`src/rtl/regfile_pkg.sv`:
```
// Shared constants and the dump FSM state type for the register-file dump reader.
package regfile_pkg;

  localparam int REG_COUNT  = 32;
  localparam int REG_DATA_W = 32;
  localparam int REG_ADDR_W = 5;

  localparam logic [REG_ADDR_W-1:0] LAST_REG = 5'd31;

  // Holds READ_LAT-1 for every supported read latency (1..4).
  localparam int WAIT_W = 3;

  typedef enum logic [2:0] {
    IDLE,
    ADDR,
    CAPT,
    SEND,
    DONE
  } dump_state_e;

endpackage

```
`src/rtl/regfile_dump_reader.sv`:
```
// Sweeps registers 0..LAST_REG through one register-file read port and streams {index, data} beats.
// Optional REGFILE_DUMP_AUTOSTART_EN: register-file writes start a dump or re-arm one while busy.
//
//   state | meaning
//   IDLE  | waiting for start (or autostart request / pending)
//   ADDR  | index on the read port, waiting out READ_LAT
//   CAPT  | read data captured into the beat registers
//   SEND  | beat valid, held stable until accepted
//   DONE  | sweep finished, index rewinds; done pulses on the following cycle
module regfile_dump_reader
  import regfile_pkg::*;
#(
  parameter int DATA_W   = REG_DATA_W,
  parameter int ADDR_W   = REG_ADDR_W,
  parameter int READ_LAT = 1
) (
  input  logic              clk,
  input  logic              rst_n,
  input  logic              start,
  input  logic              regwrite,
  output logic [ADDR_W-1:0] rf_read_register,
  input  logic [DATA_W-1:0] rf_read_data,
  output logic              dump_valid,
  input  logic              dump_ready,
  output logic [ADDR_W-1:0] dump_index,
  output logic [DATA_W-1:0] dump_data,
  output logic              dump_last,
  output logic              busy,
  output logic              done
);

  localparam logic [ADDR_W-1:0] LAST_IDX  = ADDR_W'(LAST_REG);
  localparam logic [WAIT_W-1:0] WAIT_LOAD = WAIT_W'(READ_LAT - 1);

  dump_state_e       state_q, state_d;
  logic [ADDR_W-1:0] idx_q, idx_d;
  logic [WAIT_W-1:0] wait_q, wait_d;
  logic              pending_q, pending_d;
  logic              valid_q, valid_d;
  logic [ADDR_W-1:0] beat_idx_q, beat_idx_d;
  logic [DATA_W-1:0] beat_data_q, beat_data_d;
  logic              last_q, last_d;
  logic              done_q, done_d;
  logic              auto_req;
  logic              go;

`ifdef REGFILE_DUMP_AUTOSTART_EN
  assign auto_req = regwrite;
`else
  logic unused_regwrite;
  assign auto_req        = 1'b0;
  assign unused_regwrite = regwrite;
`endif

  assign go = start | auto_req | pending_q;

  always_comb begin
    state_d     = state_q;
    idx_d       = idx_q;
    wait_d      = wait_q;
    pending_d   = pending_q;
    valid_d     = valid_q;
    beat_idx_d  = beat_idx_q;
    beat_data_d = beat_data_q;
    last_d      = last_q;
    // Registered from the DONE state so the pulse lands one cycle after DONE is entered.
    done_d      = (state_q == DONE);

    unique case (state_q)
      IDLE: begin
        if (go) begin
          state_d   = ADDR;
          idx_d     = '0;
          wait_d    = WAIT_LOAD;
          pending_d = 1'b0;
        end
      end
      ADDR: begin
        if (wait_q == '0) begin
          state_d = CAPT;
        end else begin
          wait_d = wait_q - 1'b1;
        end
      end
      CAPT: begin
        valid_d     = 1'b1;
        beat_idx_d  = idx_q;
        beat_data_d = rf_read_data;
        last_d      = (idx_q == LAST_IDX);
        state_d     = SEND;
      end
      SEND: begin
        if (dump_ready) begin
          valid_d = 1'b0;
          last_d  = 1'b0;
          if (idx_q == LAST_IDX) begin
            state_d = DONE;
          end else begin
            idx_d   = idx_q + 1'b1;
            wait_d  = WAIT_LOAD;
            state_d = ADDR;
          end
        end
      end
      DONE: begin
        idx_d = '0;
        if (pending_q) begin
          pending_d = 1'b0;
          wait_d    = WAIT_LOAD;
          state_d   = ADDR;
        end else begin
          state_d = IDLE;
        end
      end
      default: state_d = IDLE;
    endcase

    // A write landing during a sweep re-arms it; only reachable when autostart is built in.
    if (auto_req && (state_q != IDLE)) begin
      pending_d = 1'b1;
    end
  end

  always_ff @(posedge clk or negedge rst_n) begin
    if (!rst_n) begin
      state_q     <= IDLE;
      idx_q       <= '0;
      wait_q      <= '0;
      pending_q   <= 1'b0;
      valid_q     <= 1'b0;
      beat_idx_q  <= '0;
      beat_data_q <= '0;
      last_q      <= 1'b0;
      done_q      <= 1'b0;
    end else begin
      state_q     <= state_d;
      idx_q       <= idx_d;
      wait_q      <= wait_d;
      pending_q   <= pending_d;
      valid_q     <= valid_d;
      beat_idx_q  <= beat_idx_d;
      beat_data_q <= beat_data_d;
      last_q      <= last_d;
      done_q      <= done_d;
    end
  end

  assign rf_read_register = idx_q;
  assign dump_valid       = valid_q;
  assign dump_index       = beat_idx_q;
  assign dump_data        = beat_data_q;
  assign dump_last        = last_q;
  assign busy             = (state_q != IDLE);
  assign done             = done_q;

endmodule
```
`config.mk`:
```
export PLATFORM = sky130hd
export DESIGN_NAME = regfile_dump_reader
export DESIGN_NICKNAME = d
export VERILOG_FILES = /design/src/rtl/regfile_pkg.sv /design/src/rtl/regfile_dump_reader.sv
export SDC_FILE = /design/constraint.sdc
export NUM_CORES = 1
export LEC_CHECK = 0
export ABC_AREA = 1
export BUFFER_PORTS_ARGS = -buffer_cell sky130_fd_sc_hd__buf_2
export CAP_MARGIN = 40
export CORE_ASPECT_RATIO = 0.9
export CORE_MARGIN = 1.5
export CORE_UTILIZATION = 50
export CTS_CLUSTER_DIAMETER = 150
export DETAILED_ROUTE_END_ITERATION = 8
export PLACE_DENSITY_LB_ADDON = 0.2
export SLEW_MARGIN = 20
export SYNTH_ARGS = -nofsm -noshare
export SYNTH_HDL_FRONTEND = slang
export SYNTH_SLANG_ARGS = --single-unit
```
`constraint.sdc`:
```
create_clock -name clk -period 3.53 [get_ports clk]
set_input_delay 0.353 -clock clk [delete_from_list [all_inputs] [get_ports clk]]
set_output_delay 0.353 -clock clk [all_outputs]
set_load 0.01 [all_outputs]
```
======== Word level (Yosys, flattened, before mapping) ========
Cells that the tools add are included.
word-level totals
  register bits ........................... 52
  bits in latches ......................... 0
  bits in writable memories ............... 0
  bits in read-only memories .............. 0
  output and inout port bits .............. 46
  word-level logic and storage cells ...... 56
  memories ................................ 0
operators by class
  $add $sub $neg .......................... 2
  multipliers ............................. 0
  divide/modulo/power cells ............... 0
  order comparisons ....................... 0
  equality and inequality tests ........... 11
  shift-type cells ........................ 0
  mux-type cells .......................... 21
  bitwise gates (word level) .............. 1
  reduce and logical (&&, ||, !) cells .... 12
operators by type and width
  operator                                                                number
  3-bit 2-to-1 mux                                                        9
  5-bit 2-to-1 mux                                                        3
  3-bit one-hot mux with 5 select lines                                   1
  5-bit one-hot mux with 3 select lines                                   1
  2-bit inequality test (second input constant)                           6
  3-bit one-hot mux with 4 select lines                                   1
  3-bit by 2-bit equality test with 1-bit output (second input constant)  2
  3-bit logical NOT                                                       2
  1-bit one-hot mux with 2 select lines                                   3
  6-bit AND reduction                                                     1
  3-bit nonzero test                                                      2
  5-bit by 1-bit adder with 5-bit output (second input constant)          1
  5-bit equality test (second input constant)                             1
  2-bit AND reduction                                                     2
  4-bit AND reduction                                                     1
  2-bit nonzero test                                                      2
  4-bit nonzero test                                                      1
  3-bit by 1-bit equality test with 1-bit output (second input constant)  1
  3-bit equality test (second input constant)                             1
  1-bit 2-to-1 mux                                                        3
  3-bit AND reduction                                                     1
  3-bit by 1-bit subtractor with 3-bit output (second input constant)     1
  1-bit bitwise OR                                                        1

======== Longest topological paths before layout ========
  depth after elaboration ................. 4
  gate-level depth with buffers ........... 9
  gate-level depth less buffers ........... 9

======== Worst setup path before layout ========
No wires, ideal clock.
  kind .................................... flip-flop to flip-flop
  start ................................... register idx_q[0], in the netlist rf_read_register[0]
  end ..................................... register idx_q[3], in the netlist rf_read_register[3]
  library setup time ...................... 0.127 ns
  arrival ................................. 1.425 ns
  setup slack ............................. 1.979 ns
  stages on the path, launching flop included .. 9
  clock period less this slack ............ 1.551 ns
  cell sequence ........................... dfrtp_1 ha_1 nand2_1 nor2_1 ha_1 nand4_1 nand2_2 nor2_4 o21ai_0
between the ends
  longest elaborated chain between the ends .. 4
ends and longest elaborated chain
  element                                 RTL line                    text
  start, declared                         regfile_dump_reader.sv:36   logic [ADDR_W-1:0] idx_q, idx_d;
  start signal, assigned                  regfile_dump_reader.sv:137  idx_q <= idx_d;
  5-bit by 1-bit adder with 5-bit output  regfile_dump_reader.sv:99   idx_d = idx_q + 1'b1;
  5-bit 2-to-1 mux                        regfile_dump_reader.sv:96   if (idx_q == LAST_IDX) begin
  5-bit 2-to-1 mux                        regfile_dump_reader.sv:93   if (dump_ready) begin
  5-bit one-hot mux with 3 select lines   regfile_dump_reader.sv:69   unique case (state_q)
Parallel ways exist; a longest one is shown, timed or not. The select of a mux whose other input is x is not followed.
A chain may end at the register's enable or synchronous reset.

======== Worst setup path after layout ========
  start ................................... register state_q[0]
  end ..................................... register beat_data_q[31], in the netlist dump_data[31]
between the ends
  longest elaborated chain between the ends .. 1
ends and longest elaborated chain
  element                                         RTL line                    text
  start, declared                                 regfile_dump_reader.sv:35   dump_state_e state_q, state_d;
  start signal, assigned                          regfile_dump_reader.sv:136  state_q <= state_d;
  3-bit by 2-bit equality test with 1-bit output  regfile_dump_reader.sv:69
  end signal, assigned                            regfile_dump_reader.sv:142  beat_data_q <= beat_data_d;
  end, declared                                   regfile_dump_reader.sv:41   logic [DATA_W-1:0] beat_data_q, beat_data_d;
No other way between the ends.

==> out/results.env <==
CTS.ROOT.BUFFER_CELL='sky130_fd_sc_hd__clkbuf_8'
POST_SYNTH_XOR_AREA_FRACTION_PCT=0
DIE_H_UM=67.4
POSTROUTEANTENNANETS=0
ROUTED_LEN_INST_UM=12.6
TIGHTEST_HOLD_CHECK_TYPE='in -> async'
FIN_WORST_SKEW_NS=0.00548
INITIAL_UTILIZATION_PCT=52.0
CRITICAL-PATH-MAX-STAGE-DELAY_NS=0.55
FIN_CRIT_NS=1.83
LAYOUT.CELLS.MOST_COMMON_LIST='81 x sky130_fd_sc_hd__buf_2, 51 x sky130_fd_sc_hd__dfrtp_1, 29 x sky130_fd_sc_hd__nand2_1, 26 x sky130_fd_sc_hd__mux2_4, 17 x sky130_fd_sc_hd__inv_1'
DETAILEDPLACEMENTHPWL_UM=3060
SYNTH-SEQ-AREA-SHARE_PCT=55.4
REPORT.FINAL.SLEW_VIOL_COUNT=0
GRT_START_MAX_NET_PINS=52
FINAL.SETUP.TNS_NS=0
LEAKAGE_nW=1.56
DRCVIOLATIONCOUNT=0
CTS_BUFFERS=5
MULTIINPUTGATEAREA_SQ_UM=892
COMBINED_GLOBAL_ROUTE_UTILIZATION_OF_ALL_METAL_LAYERS_PCT=17.9
SYNTH-EDFF-COUNT=0
PLACE_CONGESTION=0.833
CRITPATHCAPTURETYPE='flop'
SYNTHESIS.INSTANCES=192
POST_SYNTH_AND_OR_NAND_NOR_AREA_FRACTION_PCT=12.3
CP_MAX_FO=46
FLOORPLAN.DIE.WIDTH_UM=74.5
DESIGN.DIE.AREA_SQ_MM=0.00502
TIMING_HOLD_VIOLATIONS_FINAL=0
GROUTE.LAYER.MET2.USAGE_PCT=29.5
SYNTH-WARNING-COUNT=0
POST_CTS_RESIZED=0
PATH_CELLS='inv_2 > nand3_4 > mux2_4'
POST_ROUTE_CLOCK_PERIOD_UTILIZATION_PCT=51.9
ROUTED_VIA_DENSITY=4.77
FMAXACHIEVABLE_MHz=546
I_O_PIN_TOTAL=83
YS_DOMINANT_REG_CELL='sky130_fd_sc_hd__dfrtp_1'
SYNTH.AREA.MUX_SHARE_PCT=19.9
GRT_PASS1_WL_UM=6770
SLEW_AT_THE_PIN_CLOSEST_TO_ITS_MAX_SLEW_LIMIT_NS=0.736
SYNTHESIS.AREA_PER_INSTANCE_SQ_UM=12.0
INITIALDRTVIOLATIONCOUNT=60
GRT_USE_MET3_PCT=5.07
WORSTSETUPSTARTPOINT='state_q[0]$_DFFE_PN0P_'
CTS_HOLD_REPAIR.BUFFERS=0
ANTENNA_VIOLATIONS_BEFORE_REPAIR=0
PATH_CLK_SLEW_NS=0.08
GRT_SETUP_UNREPAIRED='false'
HTREE_LEVELS=2
CRITICAL_PATH.SLOWEST_CELL='sky130_fd_sc_hd__nand3_4'
BEGINNING_OF_THE_WORST_REGISTER_TO_REGISTER_PATH='state_q[0]$_DFFE_PN0P_'
SYNTH_TOP_CELL_AREA_SHARE_PCT=55.4
NUMBER_OF_GLOBAL_ROUTE_VIAS_BEFORE_REPAIR=1504
FF2FF_SETUP_SLACK_NS=1.70
FIRSTDRTPASSITERS=4
WORSTSETUPSTARTPOINTTYPE='flop'
ROWS=23
LAYOUT-DRIVE-GT1-SHARE_PCT=47.5
N_ANTENNA_CELL=0
SYNTH_TOP_AREA_CELL='sky130_fd_sc_hd__dfrtp_1'
VDD.IR_DROP.WORST_mV=0.382
SYNTHTOPCELLSBYAREA='sky130_fd_sc_hd__dfrtp_1 55%, sky130_fd_sc_hd__mux2_4 17%, sky130_fd_sc_hd__nand2_1 4.7%'
FLOORPLAN.CORE_AREA_SQ_MM=0.00443
FILLCELLCOUNT=391
MOSTFREQUENTLAYOUTCELL='sky130_fd_sc_hd__buf_2'
SYNTH_COMPOUND_GATE_AREA_SHARE_PCT=4.40
ROUTE.FINAL.WIRE_LENGTH_UM=4250
WORSTPATHREQUIRED_NS=3.71
SYNTHARSTFLOPSHARE_PCT=100
GRT-OVFL-TOTAL=0
GRTUSAGEMET1_PCT=22.7
SYNTH.DISTINCT_CELLS=21
CTS_SETUP_BUFFERS=0
WORSTPATHARRIVAL_NS=2.01
CTS_MAX_PATH_BUFFERS=2
SEQCELLAREA_SQ_MM=0.00128
POST_SYNTHESIS_SEQUENTIAL_ELEMENT_COUNT=51
FINALCOREUTILIZATION_PCT=64.3
VIA_COUNT=1612
CLOCK-SINKS=51
COMBINATIONAL_FAMILY_WITH_THE_MOST_AREA_AFTER_SYNTHESIS='multiplexers'
WORSTSKEWPAIRLATENCY_NS=0.29
PATH_CLASS='reg -> reg'
POWER_PER_CELL_AREA_mW_PER_MM2=893
NUMBER_OF_MAXIMUM_CAPACITANCE_VIOLATIONS=0
SYNTH_FA_HA_AREA_SHARE_PCT=2.17
MOST_CROWDED_LAYER_GR='met2'
CPLARGESTDELAYFAMILY='simple AND/OR/NAND/NOR gates'
SYN_TO_FINAL_GROWTH_PCT=23.8
NETLIST_AREA_PRE_PLACE_SQ_MM=0.00230
CTS_TREE='done'
MAPPEDNETLISTNETS=233
CRITPATHBUFINV=1
RUN_STATUS='finished, final reports clean'
IO_BUFFERS=81
SETUP_VIOLATIONS=0
WORST_SLEW_MARGIN_REL_PCT=51.0
NNETSFINAL=316
## kinds of logic (layout without fill, tap and decap cells)
family          Yosys count  after routing
simple gates             61             61
flops                    51             51
mux                      32             32
buf+inv                  26            110
compound gates           18             18
fa+ha+maj                 4              4
## final timing paths
| kind | to | depth (start not counted) |
|---|---|---|
| worst max-delay path | dump_data[31]$_DFFE_PN0P_ | 3 |
| worst min-delay path | dump_data[1]$_DFFE_PN0P_ | 2 |
| worst max register to register | dump_data[31]$_DFFE_PN0P_ | 3 |
| worst min register to register | dump_valid$_DFFE_PN0P_ | 2 |
| max in group asynchronous | wait_q[2]$_DFFE_PN0P_ | 2 |
| min in group clk | dump_data[2]$_DFFE_PN0P_ | 2 |
## worst reg2reg max path, stage by stage, from the launching register on
cell and delay (ns):
sky130_fd_sc_hd__dfrtp_1 0.50, sky130_fd_sc_hd__inv_2 0.13, sky130_fd_sc_hd__nand3_4 0.55, sky130_fd_sc_hd__mux2_4 0.54
## metal layers
| metal | vias up | wire length [um] |
|---|---|---|
| met1 | 768 | 1920 |
| met2 | 44 | 2030 |
| met3 | 5 | 244 |
| li1 | 795 | - |
| met4 | 0 | 54 |
| met5 | - | 0 |
## power breakdown
group,switching (mW),leakage [nW],internal [mW],total [mW]
combinational,0.561,0.869,0.612,1.17
sequential,0.145,0.627,0.823,0.968
clock,0.176,0.0612,0.229,0.405
## state kept, by name, indices dropped and copies added (netlist names)
register and cells:
rf_read_register 5, dump_data 32, done 1, dump_valid 1, wait_q 3, dump_index 5, state_q 3, dump_last 1
## metrics by stage
step | power [mW] | area (sq um) | hold WS (ns) | worst slack [ns] | cells
after global routing | 2.74 | 2850 | 0.215 | 1.61 | 338
after CTS | 2.57 | 2850 | 0.175 | 1.69 | 338
after global placement | 2.13 | 2730 | 0.451 | 1.72 | 330
final | 2.55 | 2850 | 0.155 | 1.70 | 338
after detailed placement | 2.16 | 2730 | 0.453 | 1.72 | 330
after floorplan | 1.84 | 2300 | 0.0574 | 1.98 | 192
## synthesized netlist by cell type (2+ instances only)
master	count
sky130_fd_sc_hd__dfrtp_1	51
sky130_fd_sc_hd__inv_2	3
sky130_fd_sc_hd__a21oi_1	3
sky130_fd_sc_hd__buf_6	5
sky130_fd_sc_hd__o21bai_1	3
sky130_fd_sc_hd__nand4_1	2
sky130_fd_sc_hd__nand3_1	10
sky130_fd_sc_hd__mux2_2	6
sky130_fd_sc_hd__o21ai_0	11
sky130_fd_sc_hd__nand2_2	2
sky130_fd_sc_hd__nor2_1	14
sky130_fd_sc_hd__ha_1	4
sky130_fd_sc_hd__mux2_4	26
sky130_fd_sc_hd__inv_1	17
sky130_fd_sc_hd__nand2_1	29
## final cells by class
cell class,instances,share of cell area (%)
flip-flops and latches,51,44.8
multi-input cells,115,31.3
repair buffers,82,14.5
clock buffers,6,2.90
well taps,62,2.72
inverters,20,2.63
clock inverters,2,1.23
(Power assumes the default switching activity.)
